==> src/rtl/instruction_fetcher_pkg.sv <==
// Shared constants and state encoding for the instruction fetcher.
package instruction_fetcher_pkg;

  localparam int WORD_W = 32;
  localparam logic [WORD_W-1:0] RESET_PC_DEFAULT = 32'h0000_0000;

  typedef enum logic [1:0] {
    FETCH = 2'd0,
    WAIT  = 2'd1,
    DRAIN = 2'd2
  } state_e;

endpackage

==> src/rtl/instruction_fetcher.sv <==
// Fetch stage: owns the PC, looks up the I-cache, refills it from memory on a miss,
// and presents {inst, inst_pc} to the decoder through a one-entry valid/ready register.
module instruction_fetcher
  import instruction_fetcher_pkg::*;
#(
  parameter logic [WORD_W-1:0] RESET_PC = RESET_PC_DEFAULT
) (
  input  logic              clk,
  input  logic              rst,
  input  logic              rdy,
  input  logic              flush,
  input  logic [WORD_W-1:0] flush_pc,
  output logic              ic_wr,
  output logic [WORD_W-1:0] ic_addr,
  output logic [WORD_W-1:0] ic_wdata,
  input  logic              ic_hit,
  input  logic [WORD_W-1:0] ic_rdata,
  output logic              mem_req,
  output logic [WORD_W-1:0] mem_addr,
  input  logic              mem_done,
  input  logic [WORD_W-1:0] mem_data,
  output logic              inst_valid,
  output logic [WORD_W-1:0] inst,
  output logic [WORD_W-1:0] inst_pc,
  input  logic              dec_ready
);

  state_e            state_q, state_d;
  logic [WORD_W-1:0] pc_q, pc_d;
  logic [WORD_W-1:0] req_addr_q, req_addr_d;
  logic [WORD_W-1:0] mem_addr_q, mem_addr_d;
  logic              mem_req_q, mem_req_d;
  logic              inst_valid_q, inst_valid_d;
  logic [WORD_W-1:0] inst_q, inst_d;
  logic [WORD_W-1:0] inst_pc_q, inst_pc_d;
  logic              out_free;

  assign out_free = !inst_valid_q || dec_ready;

  // The refill write lands in the same cycle as mem_done, in both WAIT and DRAIN.
  assign ic_wr    = rdy && mem_done && (state_q != FETCH);
  assign ic_wdata = ic_wr ? mem_data : '0;
  assign ic_addr  = (state_q == FETCH) ? pc_q : req_addr_q;

  assign mem_req    = mem_req_q;
  assign mem_addr   = mem_addr_q;
  assign inst_valid = inst_valid_q;
  assign inst       = inst_q;
  assign inst_pc    = inst_pc_q;

  always_comb begin
    state_d      = state_q;
    pc_d         = pc_q;
    req_addr_d   = req_addr_q;
    mem_addr_d   = mem_addr_q;
    mem_req_d    = mem_req_q;
    inst_valid_d = inst_valid_q;
    inst_d       = inst_q;
    inst_pc_d    = inst_pc_q;

    if (rdy) begin
      if (inst_valid_q && dec_ready) inst_valid_d = 1'b0;

      if (flush) begin
        // An outstanding refill must still complete, so a pending miss drains instead of aborting.
        pc_d         = flush_pc;
        inst_valid_d = 1'b0;
        if (state_q != FETCH) begin
          if (mem_done) begin
            state_d   = FETCH;
            mem_req_d = 1'b0;
          end else begin
            state_d = DRAIN;
          end
        end
      end else begin
        case (state_q)
          FETCH: begin
            if (ic_hit) begin
              if (out_free) begin
                inst_d       = ic_rdata;
                inst_pc_d    = pc_q;
                inst_valid_d = 1'b1;
                pc_d         = pc_q + 32'd4;
              end
            end else begin
              mem_req_d  = 1'b1;
              mem_addr_d = pc_q;
              req_addr_d = pc_q;
              state_d    = WAIT;
            end
          end
          WAIT, DRAIN: begin
            if (mem_done) begin
              mem_req_d = 1'b0;
              state_d   = FETCH;
            end
          end
          default: state_d = FETCH;
        endcase
      end
    end
  end

  always_ff @(posedge clk or negedge rst) begin
    if (!rst) begin
      state_q      <= FETCH;
      pc_q         <= RESET_PC;
      req_addr_q   <= '0;
      mem_addr_q   <= '0;
      mem_req_q    <= 1'b0;
      inst_valid_q <= 1'b0;
      inst_q       <= '0;
      inst_pc_q    <= '0;
    end else begin
      state_q      <= state_d;
      pc_q         <= pc_d;
      req_addr_q   <= req_addr_d;
      mem_addr_q   <= mem_addr_d;
      mem_req_q    <= mem_req_d;
      inst_valid_q <= inst_valid_d;
      inst_q       <= inst_d;
      inst_pc_q    <= inst_pc_d;
    end
  end

endmodule

==> config.mk <==
export PLATFORM = sky130hd
export DESIGN_NAME = instruction_fetcher
export DESIGN_NICKNAME = d
export VERILOG_FILES = /design/src/rtl/instruction_fetcher_pkg.sv /design/src/rtl/instruction_fetcher.sv
export SDC_FILE = /design/constraint.sdc
export NUM_CORES = 1
export LEC_CHECK = 0
export BUFFER_PORTS_ARGS = -buffer_cell sky130_fd_sc_hd__buf_2
export CORE_AREA = 2 2 123 125
export CTS_BUF_LIST = sky130_fd_sc_hd__clkbuf_8
export DETAILED_ROUTE_END_ITERATION = 7
export DIE_AREA = 0 0 125 127
export GPL_TIMING_DRIVEN = 0
export PLACE_DENSITY = 0.86
export SYNTH_ARGS = -nofsm -noshare
export SYNTH_HDL_FRONTEND = slang
export SYNTH_SLANG_ARGS = --single-unit
==> constraint.sdc <==
create_clock -name clk -period 2 [get_ports clk]
set_input_delay 0.1 -clock clk [delete_from_list [all_inputs] [get_ports clk]]
set_output_delay 0.1 -clock clk [all_outputs]
set_load 0.02 [all_outputs]
==> metrics <==
Sinks on Clock Net between 100 and 150; Main synth FF type dfrtp_1; initial DRC count ~540; Final GP Congestion 0.8887; Total Wirelength 22100 um; top-area cell type share of the netlist area 0.5106; Port Buffers around 270; Worst setup EP type primary output; area grow syn2layout 53.44%; register bit total from synthesis between 100 and 150; Synth area leaders dfrtp_1 (51%), mux2_2 (22%), and3_1 (3.3%), a21oi_1 (2.2%), nor2_1 (1.7%); asr flop ratio synth 1.000; worst hold path class primary input to register; reg2reg end inst[9]$_DFFE_PN0P_; Slew headroom 0.5951; status finished, violations left; max frequency 492.6 MHz; die width between 100 and 150 um; syn nets approximately 670; CP Buf/Inv Count 5; Static Leak around 0.0047 uW; Netlist Area Pre-Place approximately 0.0065 sq mm; Pre-antenna DRT Iters 8; top cell type by total area after synthesis dfrtp_1; syn avg cell area approximately 12 sq um; worst path cell trace inv_2, ha_4, clkbuf_16, nor2b_4, buf_12, clkbuf_16, and3_4, buf_6; reg2reg path depth 7; Worst Setup Slack, final -0.02995 ns; Synth Instances 560; gr usage total 0.2665; post-layout util 0.6882; crit-path max FO 7; worst skew pair latency 0.45 ns; family with the most delay on the worst path buffers and inverters; Final Setup Violations 33; Setup CP Type register to primary output; max_cap viols 0; design area between 0.009 and 0.01 sq mm; largest net degree at the start of global routing 86; WP data arrival a little under 2 ns; number of global-route vias before repair about 6200; failing checks negative setup slack; fill count between 1000 and 1500; routed len/inst a little under 20 um; top-count cell post-synth dfrtp_1; Core ar. 0.01442 sq mm; CP endpoint ic_wdata[9]; Seq/Total Area, Yosys 0.5106; initial antenna violation count 4; Die Span Y approximately 130 um; Worst Skew between 0.015 and 0.02 ns; CP Launch Point state_q[0]$_DFFE_PN0P_; total die area between 0.015 and 0.02 sq mm; Root Buffer Master clkbuf_8; first-pass GRT wire length ~33000 um; total CTS buffers 17; H-tree depth 4; layout cell share with drive strength beyond 1 0.5520; power per cell area between 1500 and 2000 mW/mm^2; Clock Tree Buf Depth 2; flop2flop setup slack 0 ns; slowest CP cell dfrtp_1; Crit path depth 8; CTS tree done; Startpoint Class register; Post-synth EDFFs 0; synth unique cells 52; vias per inst roughly 5.6; DRC 0; Core Rows 44; RSZ-0062 raised after global routing true; final period utilization 1.015; Final ANT Viol Nets 0; beginning of the worst register-to-register path state_q[0]$_DFFE_PN0P_; CP dominant cell by count clkbuf_16; Placed Area 0.008059 sq mm; Fin. Hold Viols 0; HPWL Detailed 14110 um; Critical Path Max Stage Delay around 0.37 ns; boundary pin count roughly 270; Synth warnings 0; total congestion overflow 0; Worst VDD drop 0.9701 mV; measured slew at the worst slew-check pin around 0.61 ns; synth cell count leaders dfrtp_1 (132), mux2_2 (126), and3_1 (34); routed vias roughly 6200; Worst EP required approximately 1.9 ns; starting density of the core 0.4485; clock slew at reported path FFs 0.07 ns; fin nets around 1000; Total Power between 15000 and 20000 uW; post-layout min period a little over 2 ns; fin. max-slew vios 0
flip-flops by register name, summed over array words and instances (netlist names):
name / cells
mem_req: 1
mem_addr: 32
inst: 32
pc_q: 32
inst_pc: 32
inst_valid: 1
state_q: 2
timing repair:
action	in CTS	in global routing
gates cloned	0	4
gates resized for setup	85	101
endpoints found under the hold margin	104	0
endpoints found under the setup margin	188	140
pin swaps	3	23
buffers inserted	8	7
hold buffers	58	0
per-stage QoR:
step | instances | setup WS [ns] | hold WS (ns) | setup TNS [ns]
final | 1120 | -0.02995 | 0.04198 | -0.4529
after global routing | 1119 | -0.1146 | 0.03758 | -5.267
after CTS | 1106 | -0.03679 | 0.01978 | -0.7044
after detailed placement | 1010 | -0.6455 | 0.06486 | -45.18
after global placement | 1009 | -1.023 | 0.3073 | -172.84
after floorplan | 560 | 0.008869 | -0.1956 | 0
layout make-up:
class,count,area [sq um],share of cell area
plain buffers,40,315.3,0.03177
inverters,8,30.03,0.003025
clock buffers,23,316.6,0.03189
multi-input cells,378,3183,0.3207
clock inverters,9,123.9,0.01248
diodes,3,7.507,0.0007563
well taps,184,230.2,0.02319
repair buffers,343,2411,0.2429
flip-flops and latches,132,3308,0.3333
tightest hold or removal path: cells and delay by family:
family	cells	cell delay, ns
compound gates	2	0.24
buf+inv	1	0.07
simple gates	1	0.03
kinds of logic after synthesis:
kind of cell               Yosys count  share of synthesized area
adders and majority gates            2                   0.003868
buffers and inverters               50                    0.03250
and+or+nand+nor                    156                     0.1368
DFF                                132                     0.5106
muxes                              133                     0.2304
AOI/OAI and AO/OA                   87                    0.08588
where the power goes:
group / internal (uW) / switching (uW) / total (uW)
clock: 1420 / 1030 / 2460
sequential: 3880 / 966 / 4850
combinational: 3910 / 4500 / 8410
total: 9220 / 6500 / 15700
metal layers:
layer,track usage,vias to the layer above,wire length (um)
met5,0,-,0
met4,0.1190,0,771
met3,0.06240,66,1742
met2,0.4760,359,11480
met1,0.3061,3045,8102
li1,-,2770,-
cell usage in the layout (no fill, tap or decap), types with 11 or more instances in the layout:
cell / count
buf_2: 225
a21oi_1: 29
clkbuf_8: 23
mux2_2: 115
nand2_1: 25
buf_4: 28
dfrtp_1: 128
mux2_4: 11
o21ai_0: 20
and3_1: 13
dlygate4sd3_1: 58
buf_6: 43
nor2_1: 29
nand3_1: 18
clkbuf_1: 13
and3_4: 21
worst min path at each step:
stage,startpoint,end,slack [ns],depth (start not counted)
2_1_floorplan,rst,inst[0]$_DFFE_PN0P_,-0.20,0
5_1_grt,flush_pc[14],pc_q[14]$_DFFE_PN0P_,0.04,3
6_report,flush_pc[10],pc_q[10]$_DFFE_PN0P_,0.04,4
3_3_place_gp,flush_pc[1],pc_q[1]$_DFFE_PN0P_,0.31,3
4_1_cts,dec_ready,inst_valid$_DFFE_PN0P_,0.02,3
3_5_place_dp,rst,inst[30]$_DFFE_PN0P_,0.06,1
Power figures use the tool's default switching activity.
